**config.mk**
```make
export PLATFORM = sky130hd
export DESIGN_NAME = pixel_frame_buffer_flat
export DESIGN_NICKNAME = d
export VERILOG_FILES = /design/src/rtl/pixel_frame_buffer_if.sv /design/src/rtl/pixel_frame_buffer.sv /design/src/flat_wrapper.sv
export SDC_FILE = /design/constraint.sdc
export NUM_CORES = 1
export LEC_CHECK = 0
export BUFFER_PORTS_ARGS = -buffer_cell sky130_fd_sc_hd__buf_2
export CAP_MARGIN = 20
export CORE_ASPECT_RATIO = 0.9
export CORE_MARGIN = 1.5
export CORE_UTILIZATION = 30
export CTS_CLUSTER_DIAMETER = 150
export CTS_CLUSTER_SIZE = 24
export DETAILED_ROUTE_END_ITERATION = 6
export PLACE_DENSITY_LB_ADDON = 0.08
export SYNTH_ARGS = -nofsm -noshare
export SYNTH_HDL_FRONTEND = slang
export SYNTH_SLANG_ARGS = --single-unit
```
**constraint.sdc**
```tcl
create_clock -name clk -period 5.3 [get_ports clk]
set_input_delay 0.795 -clock clk [delete_from_list [all_inputs] [get_ports clk]]
set_output_delay 0.795 -clock clk [all_outputs]
set_load 0.05 [all_outputs]
```
**src/rtl/pixel_frame_buffer_if.sv**
```systemverilog
// Controller, camera and reader signals of the pixel frame store.
// The master side is the job controller / camera / reader. The slave side is the buffer.
interface pixel_frame_buffer_if #(
  parameter int unsigned DATA_W   = 8,
  parameter int unsigned IMG_H    = 2,
  parameter int unsigned IMG_W    = 2,
  parameter int unsigned CHANNELS = 3
);
  localparam int unsigned DEPTH  = IMG_H * IMG_W * CHANNELS;
  localparam int unsigned ADDR_W = (DEPTH > 1) ? $clog2(DEPTH) : 1;

  logic              start;
  logic [1:0]        mode;
  logic              abort;
  logic              in_valid;
  logic [DATA_W-1:0] in_data;
  logic              out_valid;
  logic              out_ready;
  logic [DATA_W-1:0] out_data;
  logic [ADDR_W-1:0] out_addr;
  logic              busy;
  logic              done;
  logic              err;

  modport master (
    output start, mode, abort, in_valid, in_data, out_ready,
    input  out_valid, out_data, out_addr, busy, done, err
  );

  modport slave (
    input  start, mode, abort, in_valid, in_data, out_ready,
    output out_valid, out_data, out_addr, busy, done, err
  );
endinterface

```
**src/rtl/pixel_frame_buffer.sv**
```systemverilog
// Frame store for interleaved multi-channel pixels.
// It runs WRITE, READ and CLEAR jobs over a DEPTH-word array. READ uses a registered valid/ready output.
module pixel_frame_buffer #(
  parameter int unsigned DATA_W   = 8,
  parameter int unsigned IMG_H    = 2,
  parameter int unsigned IMG_W    = 2,
  parameter int unsigned CHANNELS = 3
) (
  input logic                clk,
  input logic                rst_n,
  pixel_frame_buffer_if.slave bus
);
  localparam int unsigned       DEPTH  = IMG_H * IMG_W * CHANNELS;
  localparam int unsigned       ADDR_W = (DEPTH > 1) ? $clog2(DEPTH) : 1;
  localparam logic [ADDR_W-1:0] LAST   = ADDR_W'(DEPTH - 1);

  typedef enum logic [1:0] {IDLE, WRITE, READ, CLEAR} state_e;
  typedef enum logic [1:0] {
    M_READ  = 2'b00,
    M_WRITE = 2'b01,
    M_CLEAR = 2'b10,
    M_RSVD  = 2'b11
  } mode_e;

  state_e            state_q, state_d;
  mode_e             mode;
  logic [ADDR_W-1:0] ptr_q, ptr_d, ptr_inc, oa_inc;
  logic              out_valid_q, out_valid_d;
  logic [DATA_W-1:0] out_data_q, out_data_d;
  logic [ADDR_W-1:0] out_addr_q, out_addr_d;
  logic              done_q, done_d;
  logic              err_q, err_d;
  logic              mem_we;
  logic [DATA_W-1:0] mem_wdata;
  logic              xfer;

  logic [DATA_W-1:0] mem [DEPTH];

  assign mode    = mode_e'(bus.mode);
  assign ptr_inc = ptr_q + ADDR_W'(1);
  assign oa_inc  = out_addr_q + ADDR_W'(1);
  assign xfer    = out_valid_q & bus.out_ready;

  always_ff @(posedge clk or negedge rst_n) begin
    if (!rst_n) begin
      state_q     <= IDLE;
      ptr_q       <= '0;
      out_valid_q <= 1'b0;
      out_data_q  <= '0;
      out_addr_q  <= '0;
      done_q      <= 1'b0;
      err_q       <= 1'b0;
    end else begin
      state_q     <= state_d;
      ptr_q       <= ptr_d;
      out_valid_q <= out_valid_d;
      out_data_q  <= out_data_d;
      out_addr_q  <= out_addr_d;
      done_q      <= done_d;
      err_q       <= err_d;
    end
  end

  // The storage array is deliberately left out of reset so that it survives an abort or reset.
  always_ff @(posedge clk) begin
    if (mem_we) mem[ptr_q] <= mem_wdata;
  end

  always_comb begin
    state_d = state_q;
    unique case (state_q)
      IDLE: begin
        if (bus.start) begin
          unique case (mode)
            M_READ:  state_d = READ;
            M_WRITE: state_d = WRITE;
            M_CLEAR: state_d = CLEAR;
            M_RSVD:  state_d = IDLE;
          endcase
        end
      end
      WRITE: if (bus.abort || (bus.in_valid && ptr_q == LAST)) state_d = IDLE;
      READ:  if (bus.abort || (xfer && out_addr_q == LAST))    state_d = IDLE;
      CLEAR: if (bus.abort || ptr_q == LAST)                   state_d = IDLE;
      default: state_d = IDLE;
    endcase
  end

  // A word written or handed over on the same cycle as abort still counts. Abort only suppresses done.
  always_comb begin
    ptr_d       = ptr_q;
    out_valid_d = out_valid_q;
    out_data_d  = out_data_q;
    out_addr_d  = out_addr_q;
    done_d      = 1'b0;
    err_d       = 1'b0;
    mem_we      = 1'b0;
    mem_wdata   = bus.in_data;
    unique case (state_q)
      IDLE: begin
        if (bus.start) begin
          ptr_d = '0;
          if (mode == M_READ) begin
            out_valid_d = 1'b1;
            out_data_d  = mem[0];
            out_addr_d  = '0;
          end
          if (mode == M_RSVD) err_d = 1'b1;
        end
      end
      WRITE: begin
        if (bus.in_valid) begin
          mem_we = 1'b1;
          ptr_d  = ptr_inc;
          if (ptr_q == LAST) begin
            ptr_d  = '0;
            done_d = !bus.abort;
          end
        end
        if (bus.abort) ptr_d = '0;
      end
      READ: begin
        if (xfer) begin
          if (out_addr_q == LAST) begin
            out_valid_d = 1'b0;
            out_data_d  = '0;
            out_addr_d  = '0;
            ptr_d       = '0;
            done_d      = !bus.abort;
          end else begin
            out_data_d = mem[oa_inc];
            out_addr_d = oa_inc;
            ptr_d      = oa_inc;
          end
        end
        if (bus.abort) begin
          out_valid_d = 1'b0;
          out_data_d  = '0;
          out_addr_d  = '0;
          ptr_d       = '0;
        end
      end
      CLEAR: begin
        mem_we    = 1'b1;
        mem_wdata = '0;
        ptr_d     = ptr_inc;
        if (ptr_q == LAST) begin
          ptr_d  = '0;
          done_d = !bus.abort;
        end
        if (bus.abort) ptr_d = '0;
      end
      default: ;
    endcase
  end

  assign bus.busy      = (state_q != IDLE);
  assign bus.out_valid = out_valid_q;
  assign bus.out_data  = out_data_q;
  assign bus.out_addr  = out_addr_q;
  assign bus.done      = done_q;
  assign bus.err       = err_q;
endmodule

```
**src/flat_wrapper.sv**
```systemverilog
// flat-port wrapper written by rule: the top's interface ports become plain ports
module pixel_frame_buffer_flat 
#(
  parameter int unsigned DATA_W   = 8,
  parameter int unsigned IMG_H    = 2,
  parameter int unsigned IMG_W    = 2,
  parameter int unsigned CHANNELS = 3
)
  (clk, rst_n, bus_start, bus_mode, bus_abort, bus_in_valid, bus_in_data, bus_out_ready, bus_out_valid, bus_out_data, bus_out_addr, bus_busy, bus_done, bus_err);
  pixel_frame_buffer_if #(.DATA_W(DATA_W), .IMG_H(IMG_H), .IMG_W(IMG_W), .CHANNELS(CHANNELS)) bus_i ();
  input logic clk;
  input logic rst_n;
  input wire logic [$bits(bus_i.start)-1:0] bus_start;
  input wire logic [$bits(bus_i.mode)-1:0] bus_mode;
  input wire logic [$bits(bus_i.abort)-1:0] bus_abort;
  input wire logic [$bits(bus_i.in_valid)-1:0] bus_in_valid;
  input wire logic [$bits(bus_i.in_data)-1:0] bus_in_data;
  input wire logic [$bits(bus_i.out_ready)-1:0] bus_out_ready;
  output wire logic [$bits(bus_i.out_valid)-1:0] bus_out_valid;
  output wire logic [$bits(bus_i.out_data)-1:0] bus_out_data;
  output wire logic [$bits(bus_i.out_addr)-1:0] bus_out_addr;
  output wire logic [$bits(bus_i.busy)-1:0] bus_busy;
  output wire logic [$bits(bus_i.done)-1:0] bus_done;
  output wire logic [$bits(bus_i.err)-1:0] bus_err;
  assign bus_i.start = bus_start;
  assign bus_i.mode = bus_mode;
  assign bus_i.abort = bus_abort;
  assign bus_i.in_valid = bus_in_valid;
  assign bus_i.in_data = bus_in_data;
  assign bus_i.out_ready = bus_out_ready;
  assign bus_out_valid = bus_i.out_valid;
  assign bus_out_data = bus_i.out_data;
  assign bus_out_addr = bus_i.out_addr;
  assign bus_busy = bus_i.busy;
  assign bus_done = bus_i.done;
  assign bus_err = bus_i.err;
  pixel_frame_buffer #(.DATA_W(DATA_W), .IMG_H(IMG_H), .IMG_W(IMG_W), .CHANNELS(CHANNELS)) u_core (.clk(clk), .rst_n(rst_n), .bus(bus_i));
endmodule
```
# ---- Word level (Yosys, flattened, before mapping)
# Memories as Yosys holds them, arrays and structs flattened.
# Index checks and enable logic that the tools add are counted.
dict set report totals {
  word_cells 84
  mem_count 1
  ff_bits 21
  input_bits 16
  mem_bits_rw 96
}
dict set report classes {
  n_reduce_logical 14
  mux 43
  add_sub_neg 2
  eq_ne 16
  bitwise_logic 1
}
# memory words word_bits read_ports rd_ports_with_merged_regs wr line_no
set memory_table {}
lappend memory_table {u_core.mem 12 8 2 0 1 pixel_frame_buffer.sv:37} ;# logic [DATA_W-1:0] mem [DEPTH];
# op n
set ops {}
lappend ops {{2-to-1 mux 8 bit} 6}
lappend ops {{2-to-1 mux 4 bit} 10}
lappend ops {{one-hot mux 2 bit (4 select lines)} 2}
lappend ops {{one-hot mux 4 bit (4 select lines)} 1}
lappend ops {{one-hot mux 8 bit (2 select lines)} 1}
lappend ops {{2-to-1 mux 1 bit} 15}
lappend ops {{adder 4 x 1 -> 4 bit (second input constant)} 2}
lappend ops {{equality test 2 bit (second input constant)} 4}
lappend ops {{equality test 4 bit (second input constant)} 2}
lappend ops {{2-to-1 mux 2 bit} 4}
lappend ops {{inequality test 2 x 1 -> 1 bit (second input constant)} 4}
lappend ops {{one-hot mux 4 bit (2 select lines)} 1}
lappend ops {{AND reduction 4 bit} 2}
lappend ops {{inequality test 3 x 2 -> 1 bit (second input constant)} 2}
lappend ops {{AND reduction 5 bit} 1}
lappend ops {{equality test 2 x 1 -> 1 bit (second input constant)} 2}
lappend ops {{logical NOT 2 bit} 2}
lappend ops {{one-hot mux 1 bit (2 select lines)} 2}
lappend ops {{nonzero test 2 bit} 2}
lappend ops {{logical OR 1 bit} 3}
lappend ops {{inequality test 3 bit (second input constant)} 1}
lappend ops {{one-hot mux 1 bit (3 select lines)} 1}
lappend ops {{AND reduction 3 bit} 1}
lappend ops {{logical AND 1 bit} 2}
lappend ops {{other kinds (3)} 3}

# ---- Logic depth before layout (Yosys ltp)
# Gate-level depths: netlist of the first run.
# An unclocked memory read counts as a cell.
dict set report depth {
  depth_word 6
  ltp_mapped 7
  ltp_nobuf 7
}

# ---- Worst setup path after synthesis of the first run
# No wires, ideal clock.
dict set report synth_path {
  path_kind {reg2reg}
  from {reg u_core.state_q[0]}
  to {mem u_core.mem[4][0], enable pin}
  stages_incl_launch_ff 5
  t_arrival_ns 1.843
  period_less_slack_ns 2.240
  path_buffers 2
  setup_slack_ns 3.060
  path_cell_list {dfrtp_1 buf_2 buf_2 nand2_1 nor4b_1}
}
dict set report synth_via {
  elab_chain_len 4
  elab_cells_between_ends 5
  cone_classes {eq/ne (2); mux (3)}
}
# item line_no
set synth_rtl {}
lappend synth_rtl {{start, declared} pixel_frame_buffer.sv:25} ;# state_e state_q, state_d;
lappend synth_rtl {{start signal, assigned} pixel_frame_buffer.sv:54} ;# state_q <= state_d;
lappend synth_rtl {{equality test 2 bit / equality test 2 x 1 -> 1 bit (equally long branches)} pixel_frame_buffer.sv:99} ;# unique case (state_q)
lappend synth_rtl {{one-hot mux 1 bit (2 select lines) (*)} pixel_frame_buffer.sv:99}
lappend synth_rtl {{2-to-1 mux 1 bit (*)} pixel_frame_buffer.sv:66} ;# if (mem_we) mem[ptr_q] <= mem_wdata;
lappend synth_rtl {{2-to-1 mux 1 bit (implied by the code) (*)} pixel_frame_buffer.sv:66}
lappend synth_rtl {{end, declared} pixel_frame_buffer.sv:37}
# Every way passes the cells marked *; elsewhere a longest branch is shown, timed or not.

# ---- Worst setup path in the final report of the first run
dict set report layout_path {
  from {reg u_core.out_addr_q[0] (netlist: u_core.bus.out_addr[0])}
  to {reg u_core.out_data_q[2] (netlist: u_core.bus.out_data[2])}
}
dict set report layout_via {
  elab_chain_len 6
  elab_cells_between_ends 7
  cone_classes {add/sub (1); eq/ne (1); mux (4); memory (1)}
}
# item line_no
set layout_rtl {}
lappend layout_rtl {{start, declared} pixel_frame_buffer.sv:30} ;# logic [ADDR_W-1:0] out_addr_q, out_addr_d;
lappend layout_rtl {{start signal, assigned} pixel_frame_buffer.sv:58} ;# out_addr_q <= out_addr_d;
lappend layout_rtl {{adder 4 x 1 -> 4 bit} pixel_frame_buffer.sv:41} ;# assign oa_inc = out_addr_q + ADDR_W'(1);
lappend layout_rtl {{memory read (12 x 8 bit)} --}
lappend layout_rtl {{2-to-1 mux 8 bit (*)} pixel_frame_buffer.sv:124} ;# if (out_addr_q == LAST) begin
lappend layout_rtl {{2-to-1 mux 8 bit (*)} pixel_frame_buffer.sv:123} ;# if (xfer) begin
lappend layout_rtl {{2-to-1 mux 8 bit (*)} pixel_frame_buffer.sv:136} ;# if (bus.abort) begin
lappend layout_rtl {{one-hot mux 8 bit (2 select lines) (*)} pixel_frame_buffer.sv:99}
lappend layout_rtl {{end signal, assigned} pixel_frame_buffer.sv:57} ;# out_data_q <= out_data_d;
lappend layout_rtl {{end, declared} pixel_frame_buffer.sv:29} ;# logic [DATA_W-1:0] out_data_q, out_data_d;
# Every way passes the cells marked *; elsewhere a longest branch is shown, timed or not. The select of a mux whose other input is x is not followed.
# A chain may end at the register's enable or synchronous reset.

==> results of run 1 <==
## layer usage
metal / up-vias / wire length (um) / part of all wire / track usage
li1: 1318 / - / - / -
met1: 1447 / 6130 / 0.51 / 0.207
met2: 37 / 5460 / 0.45 / 0.221
met3: 12 / 368 / 0.030 / 0.0382
met4: 0 / 163 / 0.013 / 0.0570
met5: - / 0 / 0 / 0
## worst min path at each step
stage	startpoint	to	slack (ns)	depth (start not counted)
2_1_floorplan	rst_n	u_core.bus.done	0.50	0
3_3_place_gp	u_core.bus.out_data[4]	u_core.bus.out_data[4]	0.50	2
3_5_place_dp	u_core.bus.out_data[4]	u_core.bus.out_data[4]	0.50	2
4_1_cts	rst_n	u_core.bus.out_addr[1]	0.39	1
5_1_grt	rst_n	u_core.bus.out_addr[1]	0.41	1
6_report	rst_n	u_core.bus.out_addr[1]	0.37	1
## cell families after synthesis
kind of cell / synth area share
flip-flops: 0.663
AND/OR/NAND/NOR: 0.0821
AO/OA/AOI/OAI: 0.0677
multiplexers: 0.135
buffers and inverters: 0.0248
adder cells (fa/ha/maj): 0.0195
XOR/XNOR: 0.00804
## metrics by stage
step           instances  instance area, um^2  hold slack (ns)
6_report             581                 6100            0.373
5_1_grt              581                 6100            0.412
4_1_cts              581                 6100            0.385
3_5_place_dp         549                 5530            0.500
3_3_place_gp         549                 5520            0.498
2_1_floorplan        314                 5140            0.499
## registers in the layout, summed over array words and instances, names as in the netlist
name	flops
u_core.bus.done	1
u_core.bus.out_data	8
u_core.bus.err	1
u_core.mem	96
u_core.bus.out_addr	4
u_core.state_q	2
u_core.ptr_q	4
u_core.bus.out_valid	1
## critical path: stages (launching register included)
cell,delay (ns)
dfrtp_1,0.32
buf_4,0.43
ha_1,0.30
xor2_2,0.74
mux4_2,0.40
mux2_1,0.30
nand2_1,0.07
a21oi_1,0.06
## cell usage after synthesis (2+ instances only)
| library cell | instances | area [um^2] |
|---|---|---|
| and3_1 | 4 | 25.0 |
| ha_1 | 8 | 100 |
| a21o_1 | 2 | 15.0 |
| inv_1 | 9 | 33.8 |
| a21oi_2 | 4 | 35.0 |
| nand3_1 | 2 | 10.0 |
| mux4_1 | 14 | 368 |
| and2_1 | 14 | 87.6 |
| edfxtp_1 | 96 | 2880 |
| mux2i_1 | 2 | 20.0 |
| o21a_1 | 7 | 52.6 |
| dfrtp_1 | 21 | 526 |
| mux4_2 | 10 | 225 |
| o22ai_1 | 3 | 18.8 |
| nor2_1 | 15 | 56.3 |
| clkbuf_1 | 2 | 7.51 |
| a211oi_1 | 7 | 52.6 |
| mux2_2 | 6 | 67.6 |
| buf_2 | 5 | 25.0 |
| nand2b_1 | 3 | 18.8 |
| nand4_1 | 2 | 12.5 |
| o21ai_0 | 13 | 65.1 |
| buf_6 | 3 | 33.8 |
| nand2_1 | 26 | 97.6 |
| a21oi_1 | 12 | 60.1 |
| nor4_1 | 2 | 12.5 |
| nor3_1 | 2 | 10.0 |
## cell type report
class | instances | area (um^2) | area share
clock buffer | 18 | 429 | 0.0704
multi-input combinational | 176 | 1630 | 0.267
timing repair buffer | 36 | 193 | 0.0316
sequential | 117 | 3410 | 0.559
inverter | 9 | 33.8 | 0.00554
clock inverter | 14 | 141 | 0.0232
tap | 211 | 264 | 0.0433
## report_power, final
part	internal (mW)	switching [mW]	leakage, nW
registers	1.11	0.0888	1.13
clock network	0.724	0.393	0.272
logic	0.267	0.499	0.733
==> results.yml, run 1 <==
outcome:
  run_status: "completed"
clock_network:
  cts.sinks: 117
  clkLatencyLatePin_ns: 0.41
  hold_buffers: 0
  htree_levels: 4
  tritoncts: "built"
  root_buffer: "clkbuf_16"
  cts_buffers: 17
  post_cts_resized: 0
  clk_transition_reported_paths_ns: 0.06
  post_cts_buffers: 0
  clock_path_buffers: 2
die:
  pin_count: 32
  chipWidth_um: 141
  start_util: 0.305
  core_mm2: 0.0168
  rows: 45
  die_area_mm2: 0.0179
  die_h_um: 127
place:
  place.detailed.hpwl_um: 7860
  gp_congestion: 0.721
  io_buffer_count: 31
  place_ws_ns: 2.40
grt:
  grt_max_degree: 31
  track_usage: 0.148
  grt_pass1_wl_um: 18300
  grt_overflow_total: 0
  antenna_found_initial: 0
  grt_pass1_vias: 2876
detailed_routing:
  viasPerCell: 4.84
  vias: 2814
  drtIter0Drc: 201
  wire_per_inst_um: 20.9
  ant_nets: 0
  wl_um: 12100
  dr.pass1.iters: 4
  drcViolationCount: 0
layout:
  post-route-util: 0.362
  nFillCells: 1579
  areaGrowthSynthToFinish_pct: 18.7
  drive_gt1_frac: 0.249
  nets: 381
  diodes: 0
  final_cell_mix: "96 x edfxtp_1, 31 x buf_2, 26 x nand2_1"
  mostFrequentLayoutCell: "edfxtp_1"
yosys:
  ys.flop_type: "edfxtp_1"
  seq_area_frac_synth: 0.663
  postSynthCellCount: 314
  syn_nets: 338
  yosys_warnings: 0
  synth_area_mm2: 0.00514
  synth_edf_count: 96
  ys_ff_latch: 117
  ys_async_sr_fraction: 0.179
  synthDistinctLibCells: 47
  syn_area_per_cell_um2: 16.4
timing:
  final.setup.tns_ns: 0
  fin_crit_sh: 0.522
  worstMarginPinSlew_ns: 0.924
  grt_setup_unrepaired: "no"
  period_minus_slack_ns: 2.77
  fin_ws_ns: 2.53
  slew_violations: 0
  slew_headroom: 0.383
  finalHoldViolCount: 0
  skew_ns: 0.00573
  setup_viol: 0
  max_freq_mhz: 362
critical_path:
  worst_setup_path_start_kind: "register"
  worstSetupPathType: "reg -> reg"
  critPathMaxFanout: 30
  crit_end: "u_core.bus.out_data[2]"
  r2r-end: "u_core.bus.out_data[2]"
  rrSetupSlack_ns: 2.53
  rr_startpoint: "u_core.bus.out_addr[0]"
  worstSetupEndpointType: "register"
  ff2ff_path_depth: 7
  critical_path_required_ns: 5.58
  cp.arrival_ns: 3.05
  startpoint: "u_core.bus.out_addr[0]"
power:
  leakagePower_nw: 2.14
  power_density_mw_per_mm2: 505
  finalPower_mw: 3.08
  vdd_ir_drop_max_uv: 202
worst_hold_path:
  hold_path_class: "in -> async"
flow_run:
  max-cap-violations: 0
(Power assumes the default switching activity.)
==> inputs of run 2 (changes only) <==
- clock period: 5.3 -> 2.65 ns (I/O delays scaled with it)
==> results.yml, run 2 (synthesized netlist as in run 1, its figures left out) <==
timing:
  max_freq_mhz: 480
  finalHoldViolCount: 0
  slew_violations: 0
  fin_ws_ns: 0.565
  fin_crit_sh: 0.787
  period_minus_slack_ns: 2.08
  skew_ns: 0.00518
  final.setup.tns_ns: 0
  setup_viol: 0
  grt_setup_unrepaired: "no"
  slew_headroom: 0.562
  worstMarginPinSlew_ns: 0.658
layout:
  final_cell_mix: "96 x edfxtp_1, 31 x buf_2, 26 x nand2_1"
  multiInputGateArea_mm2: 0.00162
  mostFrequentLayoutCell: "edfxtp_1"
  drive_gt1_frac: 0.259
  nets: 389
  seqCellArea_mm2: 0.00341
  largest_register_ffs: 96
  top_register: "u_core.mem"
  nFillCells: 1595
  diodes: 0
  areaGrowthSynthToFinish_pct: 18.3
place:
  place.detailed.hpwl_um: 8310
  io_buffer_count: 31
  gp_congestion: 0.744
  place_ws_ns: 0.557
clock_network:
  cts_buffers: 17
  cts.sinks: 117
  clk_transition_reported_paths_ns: 0.05
  clock_path_buffers: 2
  tritoncts: "built"
  post_cts_buffers: 0
  htree_levels: 4
  clkLatencyLatePin_ns: 0.41
  root_buffer: "clkbuf_16"
die:
  chipWidth_um: 141
  start_util: 0.305
  die_area_mm2: 0.0179
  core_mm2: 0.0168
  die_h_um: 127
  pin_count: 32
  rows: 45
grt:
  grt_pass1_vias: 2795
  grt_pass1_wl_um: 18600
  grt_overflow_total: 0
  antenna_found_initial: 0
  track_usage: 0.149
  grt_max_degree: 22
detailed_routing:
  viasPerCell: 4.82
  dr.pass1.iters: 4
  drtIter0Drc: 214
  ant_nets: 0
  wire_per_inst_um: 21.3
  vias: 2817
  drcViolationCount: 0
  wl_um: 12400
critical_path:
  worstSetupPathType: "reg -> reg"
  cp.arrival_ns: 2.37
  r2r-end: "u_core.bus.out_data[5]"
  rrSetupSlack_ns: 0.57
  worst_setup_path_start_kind: "register"
  worstSetupEndpointType: "register"
  critPathMaxFanout: 16
  ff2ff_path_depth: 7
  critical_path_required_ns: 2.93
  rr_startpoint: "u_core.bus.out_addr[0]"
outcome:
  run_status: "completed"
power:
  leakagePower_nw: 2.15
  power_density_mw_per_mm2: 978
  vdd_ir_drop_max_uv: 469
flow_run:
  max-cap-violations: 0
worst_hold_path:
  hold_path_class: "in -> reg"
  hold_end: "u_core.bus.done"
  worstHoldStart: "bus_abort"
  min_delay_path_depth: 2
[run 2: area by class of cell]
| type | count | share of cell area |
|---|---|---|
| Sequential cell | 117 | 0.560 |
| Multi-Input combinational cell | 176 | 0.267 |
| Clock buffer | 18 | 0.0706 |
| Tap cell | 211 | 0.0434 |
| Timing Repair Buffer | 44 | 0.0420 |
| Clock inverter | 10 | 0.0113 |
| Inverter | 9 | 0.00556 |
[run 2: metal layers]
metal / share of wire / track usage / vias up
li1: - / - / 1329
met2: 0.44 / 0.213 / 56
met1: 0.50 / 0.218 / 1419
met3: 0.044 / 0.0409 / 13
met5: 0 / 0 / -
met4: 0.013 / 0.0539 / 0
[run 2: worst max-delay path by stage]
stage	end	cells past startpoint	from	slack [ns]
after floorplan	u_core.mem[4][0]	4	u_core.state_q[0]	0.41
after global placement	u_core.bus.out_data[5]	7	u_core.bus.out_addr[0]	0.55
after detailed placement	u_core.bus.out_data[5]	7	u_core.bus.out_addr[0]	0.56
after CTS	u_core.bus.out_data[5]	7	u_core.bus.out_addr[0]	0.54
after global routing	u_core.bus.out_data[5]	7	u_core.bus.out_addr[0]	0.40
final	u_core.bus.out_data[5]	7	u_core.bus.out_addr[0]	0.57
[run 2: what timing repair did]
item | in CTS | in global routing
endpoints found under the hold margin | 21 | 0
gates resized for setup | 0 | 0
hold buffers | 1 | 0
[run 2: critical path, stage by stage, from the launching register on]
cell and delay (ns):
dfrtp_1 0.39, ha_1 0.26, xor2_2 0.13, buf_4 0.29, mux4_1 0.36, and2_1 0.17, o21ai_0 0.25, a21oi_1 0.11
[run 2: power by group]
part	internal, mW	total [mW]	switching [mW]	leakage, nW
Clock	1.24	1.95	0.719	0.248
Combinational	0.558	1.60	1.05	0.773
Sequential	2.22	2.39	0.167	1.13
[run 2: metrics by stage]
| step | cells | power, mW | instance area (um^2) | utilization | hold WS, ns |
|---|---|---|---|---|---|
| floorplan | 314 | 3.57 | 5140 | - | 0.102 |
| global placement | 556 | 4.06 | 5570 | 0.331 | 0.405 |
| CTS | 585 | 6.02 | 6080 | 0.361 | 0.201 |
| finish | 585 | 5.94 | 6080 | 0.361 | 0.217 |
| global route | 585 | 6.23 | 6080 | 0.361 | 0.218 |
| detailed placement | 556 | 4.04 | 5570 | 0.331 | 0.410 |
